## config.mk

```make
export PLATFORM = sky130hd
export DESIGN_NAME = pc_sequencer
export DESIGN_NICKNAME = d
export VERILOG_FILES = /design/src/rtl/pc_sequencer.sv
export SDC_FILE = /design/constraint.sdc
export NUM_CORES = 1
export LEC_CHECK = 0
export CAP_MARGIN = 20
export CORE_MARGIN = 10
export CORE_UTILIZATION = 33
export DETAILED_ROUTE_END_ITERATION = 16
export PLACE_DENSITY = 0.78
export SLEW_MARGIN = 40
export SYNTH_ARGS = -nofsm -noshare
export SYNTH_HDL_FRONTEND = slang
export SYNTH_SLANG_ARGS = --single-unit
```

## constraint.sdc

```tcl
create_clock -name clk -period 1.6 [get_ports clk]
set_input_delay 0.16 -clock clk [delete_from_list [all_inputs] [get_ports clk]]
set_output_delay 0.16 -clock clk [all_outputs]
set_load 0.02 [all_outputs]
```

## src/rtl/pc_sequencer.sv

```systemverilog
// pc_sequencer: fetch / next-PC controller.
// Boot-loads the PC, issues one instruction fetch at a time, hands the returned
// word to the core, then steers the PC register to the trap vector, a branch
// target or PC+1 when the core reports completion.
module pc_sequencer #(
  parameter logic [31:0] RESET_VECTOR = 32'h0000_0000,
  parameter logic [31:0] TRAP_VECTOR  = 32'h0000_0010
) (
  input  logic        clk,
  input  logic        reset,
  input  logic [31:0] pc_value,
  output logic        pc_load,
  output logic        pc_inclement,
  output logic [31:0] pc_input,
  output logic        imem_req,
  output logic [31:0] imem_addr,
  input  logic        imem_ready,
  input  logic        imem_rvalid,
  input  logic [31:0] imem_rdata,
  output logic        instr_valid,
  output logic [31:0] instr_out,
  input  logic        exec_done,
  input  logic        branch_taken,
  input  logic [31:0] branch_target,
  input  logic        trap_req,
  input  logic        halt,
  output logic        busy,
  output logic [31:0] instret
);

  typedef enum logic [2:0] {
    S_BOOT = 3'd0,
    S_REQ  = 3'd1,
    S_WAIT = 3'd2,
    S_EXEC = 3'd3,
    S_HALT = 3'd4
  } state_t;

  state_t state, state_nxt;
  logic   trap_pend;
  logic   take_trap;  // exec_done cycle that redirects to TRAP_VECTOR
  logic   retire;     // exec_done cycle: instruction leaves the core
  logic   capture;    // instruction word arrives while waiting for it

  // Next-state and all PC / fetch controls; everything is forced low while
  // reset is asserted so the PC register and memory see no stray commands.
  always_comb begin
    state_nxt    = state;
    pc_load      = 1'b0;
    pc_inclement = 1'b0;
    pc_input     = 32'h0;
    imem_req     = 1'b0;
    imem_addr    = 32'h0;
    take_trap    = 1'b0;
    retire       = 1'b0;
    capture      = 1'b0;
    if (!reset) begin
      case (state)
        S_BOOT: begin
          pc_load   = 1'b1;
          pc_input  = RESET_VECTOR;
          state_nxt = S_REQ;
        end
        S_REQ: begin
          // halt wins over a new fetch: no request is presented at all
          if (halt) begin
            state_nxt = S_HALT;
          end else begin
            imem_req  = 1'b1;
            imem_addr = pc_value;
            if (imem_ready) state_nxt = S_WAIT;
          end
        end
        S_WAIT: begin
          if (imem_rvalid) begin
            capture   = 1'b1;
            state_nxt = S_EXEC;
          end
        end
        S_EXEC: begin
          if (exec_done) begin
            retire    = 1'b1;
            state_nxt = S_REQ;
            if (trap_req || trap_pend) begin
              take_trap = 1'b1;
              pc_load   = 1'b1;
              pc_input  = TRAP_VECTOR;
            end else if (branch_taken) begin
              pc_load   = 1'b1;
              pc_input  = branch_target;
            end else begin
              pc_inclement = 1'b1;
            end
          end
        end
        S_HALT: begin
          if (!halt) state_nxt = S_REQ;
        end
        default: state_nxt = S_BOOT;
      endcase
    end
  end

  assign busy = !reset && (state != S_HALT);

  // State register; reset abandons any fetch in flight.
  always_ff @(posedge clk) begin
    if (reset) state <= S_BOOT;
    else       state <= state_nxt;
  end

  // Trap latch: requests merge until the next retirement consumes them.
  always_ff @(posedge clk) begin
    if (reset)          trap_pend <= 1'b0;
    else if (take_trap) trap_pend <= 1'b0;
    else if (trap_req)  trap_pend <= 1'b1;
  end

  // Retired-instruction counter, wraps naturally at 2^32.
  always_ff @(posedge clk) begin
    if (reset)       instret <= 32'h0;
    else if (retire) instret <= instret + 32'h1;
  end

  // Instruction register plus its one-cycle valid pulse.
  always_ff @(posedge clk) begin
    if (reset) begin
      instr_out   <= 32'h0;
      instr_valid <= 1'b0;
    end else begin
      instr_valid <= capture;
      if (capture) instr_out <= imem_rdata;
    end
  end

endmodule

```

Yosys cells after proc, flatten, opt, wreduce, memory -nomap -nowiden --
Cells that the tools add are included.
Storage, ports and cells: input port bits 104, output and inout bits 133, flip-flop bits (word level) 69, logic and storage cells 58
Cells by class: equality and inequality tests 9, mux-type cells 37, add/subtract/negate cells 1, reductions and logical operators 6
Operator list (number):
- $mux W32 | 8
- $add A32 B1 Y32 const B | 1
- $mux W1 | 22
- $mux W3 | 5
- $pmux W3 S5 | 1
- $eq A3 B2 Y1 const B | 2
- $ne A2 B2 Y1 const B | 3
- $ne A3 B3 Y1 const B | 2
- $reduce_and A4 Y1 | 1
- $eq A3 B1 Y1 const B | 1
- $eq A3 B3 Y1 const B | 1
- $logic_not A3 Y1 | 1
- $pmux W1 S2 | 1
- $reduce_or A2 Y1 | 1
- $logic_and A1 B1 Y1 | 1
- $logic_not A1 Y1 | 1
- $logic_or A1 B1 Y1 | 1

Depth between registers and ports, before layout --
word-level depth 6, depth in mapped cells 6

Worst setup path before layout --
No wires, ideal clock.
path type register to register, start reg instret[14], end reg instret[31], data arrival time 1.675 ns, period minus slack after synthesis 1.799 ns, data required time 1.477 ns, slack -0.199 ns, stages on the path, launching flop included 6, cells stage by stage dfxtp_1 -> and4_1 -> nand4_2 -> buf_6 -> nor4_2 -> mux2_1
Between the ends: cells in the longest elaborated chain, start to end 1
RTL lines:
- start: declaration | line 28 | output logic [31:0] instret
- start signal: assignment | line 122 | else if (retire) instret <= instret + 32'h1;
- $add A32 B1 Y32 | line 122
No other way between the ends. A chain may end at the register's enable or synchronous reset.

Final worst setup path --
start reg state[2], end reg instret[26]
Between the ends: cells in the longest elaborated chain, start to end 3
RTL lines:
- start: declaration | line 39 | state_t state, state_nxt;
- start signal: assignment | line 109 | else state <= state_nxt;
- $eq A3 B2 Y1 | line 58 | case (state)
- $mux W1 | line 58
- $mux W1 | line 57 | if (!reset) begin
No other way between the ends.

==> flow_summary.json <==
{
  "dr.pass1.iters": 5,
  "drt_iter0_drc": 333,
  "rows": 37,
  "finalSetupViolations": 97,
  "period_minus_slack_ns": 1.90,
  "nNetsFinal": 855,
  "path_class": "flop to flop",
  "cts_tree": "yes",
  "vdd_drop_max_mv": 0.463,
  "synth.distinct_cells": 44,
  "synth_cells": 442,
  "yosys-top-cells-area": "dfxtp_1 39%, and2_1 12%, nand2_1 8.7%",
  "coreArea_mm2": 0.0104,
  "startpoint_type": "flop",
  "cap_violations": 0,
  "synth.largest_area_cell": "dfxtp_1",
  "hold_ws_ns": 0.313,
  "drc_errors": 0,
  "power_uw": 4240,
  "failed_checks": "setup timing",
  "finClkSkew_ns": 0.0139,
  "antenna_found_initial": 5,
  "wl_per_cell_um": 21.1,
  "htreeDepth": 3,
  "cts_max_path_buffers": 2,
  "area_growth_pct": 116,
  "hold_viol": 0,
  "start_util_pct": 34.0,
  "post_route_cells_drive_above_1_share_pct": 40.9,
  "slew_headroom_pct": 67.7,
  "ioPinCount": 237,
  "synth_seq_area_share_pct": 39.1,
  "p_int_uw": 3050,
  "portBuffers": 236,
  "grt_use_total_pct": 22.0,
  "grt_pass1_wl_mm": 25.9,
  "dr_total_vias": 4668,
  "die_area_mm2": 0.0152,
  "grt-ovfl-total": 0,
  "dieWidth_um": 123,
  "seq_power_share_pct": 41.9,
  "min_path_type": "input pin to flop",
  "drv_slew": 0,
  "critical_path_arrival_ns": 2.17,
  "ant_nets": 0,
  "synth_top_area_share_pct": 39.1,
  "rsz0062_at_grt": "yes",
  "routed_wl_mm": 18.9,
  "fmax_mhz": 525,
  "status": "complete, but fails checks",
  "required_ns": 1.86,
  "worstMarginPinSlew_ns": 0.485,
  "clkTransAtPathRegs_ns": 0.08,
  "avgSynthCellArea_um2": 7.99,
  "syn_area_mm2": 0.00353,
  "swShare_pct": 28.1,
  "cp-end-kind": "flop",
  "grt_pass1_vias": 4726,
  "ys_ff_latch": 69,
  "n_fill_cell": 673,
  "place.gp.congestion": 0.915,
  "fin_crit_sh_pct": 119,
  "powerDensity_mw_per_mm2": 557,
  "syn_nets": 547,
  "dp_hpwl_mm": 12.8,
  "insertion_delay_ns": 0.34,
  "viasPerCell": 5.21,
  "p_leak_uw": 0.00336,
  "cts.sinks": 69,
  "pwr-share-comb_pct": 22.8,
  "power_switching_uw": 1190,
  "cts_made_buffers": 9,
  "worstPathMaxFanout": 7,
  "clockPowerShare_pct": 35.3,
  "ys_warn_count": 0,
  "clock-root-buffer": "clkbuf_8",
  "layout_setup_ws_ns": -0.305,
  "grt_max_degree": 42,
  "die_y_um": 123
}
==> metrics by stage <==
stage	utilization [%]	cells	area [um^2]	TNS (ns)	setup WS [ns]
2_1_floorplan	-	442	3610	-0.0269	-0.0160
3_3_place_gp	62.4	840	6470	-40.05	-0.577
3_5_place_dp	62.4	840	6470	-43.52	-0.628
4_1_cts	68.9	873	7140	-16.20	-0.264
5_1_grt	73.4	896	7610	-27.66	-0.372
6_report	73.4	896	7610	-20.26	-0.305
==> worst max-delay path, cell delays in order (launching register included) <==
cell and delay [ns]:
dfxtp_4 0.37, buf_6 0.11, and4b_1 0.25, buf_6 0.15, nand4_1 0.22, or4_4 0.55
a21oi_1 0.17
==> layout by cell type, fill, tap and decap left out, types with 3 or more instances in the layout <==
master / netlist / final
clkdlybuf4s50_1: 0 / 147
buf_6: 2 / 85
nand2_1: 82 / 79
buf_4: 2 / 64
and2_4: 0 / 55
dfxtp_1: 69 / 48
a21oi_1: 49 / 38
nor2_1: 24 / 22
and2_1: 67 / 12
dfxtp_4: 0 / 12
nand4_1: 11 / 11
a21oi_2: 0 / 11
dlymetal6s2s_1: 0 / 11
nor2b_1: 10 / 10
o31ai_1: 11 / 9
clkbuf_8: 0 / 9
dfxtp_2: 0 / 9
dlygate4sd2_1: 0 / 9
or4_4: 0 / 8
xor2_1: 8 / 8
diode_2: 0 / 5
o21ai_0: 7 / 5
nand4_4: 2 / 5
buf_12: 0 / 5
nor3_4: 0 / 4
nor4_4: 0 / 4
mux2_4: 0 / 4
nand3_1: 5 / 4
nor3_1: 7 / 3
and4_1: 4 / 3
mux2_1: 5 / 3
inv_1: 3 / 3
or4_1: 11 / 3
clkbuf_16: 0 / 3
==> what timing repair did <==
action,CTS,global route
setup endpoints to repair,99,110
buffers inserted,11,16
gates resized for setup,463,75
pin swaps,42,28
hold buffers,0,0
cloned,6,4
==> routing by layer <==
layer / vias up / global-route usage [%] / share of wire [%]
met3: 41 / 9.12 / 9.7
met2: 252 / 41.7 / 55
met4: 0 / 10.6 / 3.4
met5: - / 0 / 0
met1: 2234 / 19.7 / 32
li1: 2141 / - / -
==> power groups by stage <==
stage	sequential [uW]	clock [uW]	combinational (uW)
floorplan	1840	0	263
global placement	1810	0	784
detailed placement	1810	0	794
CTS	1770	1530	890
global route	1780	1610	1020
finish	1770	1500	965
==> path summary, 6_finish.rpt <==
| check | startpoint | endpoint | slack [ns] | depth (start not counted) |
|---|---|---|---|---|
| worst max register to register | state[2] | instret[26] | -0.30 | 6 |
| worst min register to register | instr_out[25] | instr_out[25] | 0.46 | 2 |
| worst min-delay path | reset | trap_pend | 0.31 | 3 |
| worst max-delay path | state[2] | instret[26] | -0.30 | 6 |
==> state kept, by name, indices dropped and copies added, names as in the netlist <==
| name | flops |
|---|---|
| trap_pend | 1 |
| instr_valid | 1 |
| instr_out | 32 |
| state | 3 |
| instret | 32 |
==> kinds of logic (layout without fill, tap and decap cells) <==
| group | Yosys count | after routing | synth area share (%) |
|---|---|---|---|
| compound gates | 72 | 72 | 11.5 |
| xor+xnor | 9 | 9 | 2.23 |
| fa+ha+maj | 1 | 1 | 0.354 |
| buf+inv | 35 | 346 | 4.54 |
| flops | 69 | 69 | 39.1 |
| mux | 8 | 8 | 2.52 |
| other cells | 0 | 5 | 0 |
| simple gates | 248 | 250 | 39.8 |
==> area by class of cell <==
cell class | count | area [um^2] | area share [%]
diodes | 5 | 12.5 | 0.164
repair buffers | 326 | 3330 | 43.8
well taps | 136 | 170 | 2.24
flip-flops and latches | 69 | 1440 | 18.9
clock inverters | 7 | 82.6 | 1.08
multi-input cells | 340 | 2430 | 32.0
inverters | 4 | 17.5 | 0.230
clock buffers | 9 | 124 | 1.63
==> Yosys cell counts, drive strengths merged <==
master,instances
a2bb2oi,1
nand2,82
mux2,7
nor4,5
nor3b,2
o32a,1
and3,3
buf,9
mux2i,1
nand4b,2
nor4b,2
xnor2,1
or3,4
nor3,7
nor2,24
nor2b,10
nand4,15
or4,11
and2b,1
a21oi,49
nor4bb,1
ha,1
o22a,1
o21ai,7
and2,67
inv,4
o31ai,11
and4b,1
nand3,6
xor2,8
and4,5
a211oi,1
a31oi,1
dfxtp,69
clkbuf,22
Note: power is estimated with default switching activity, not from simulation.
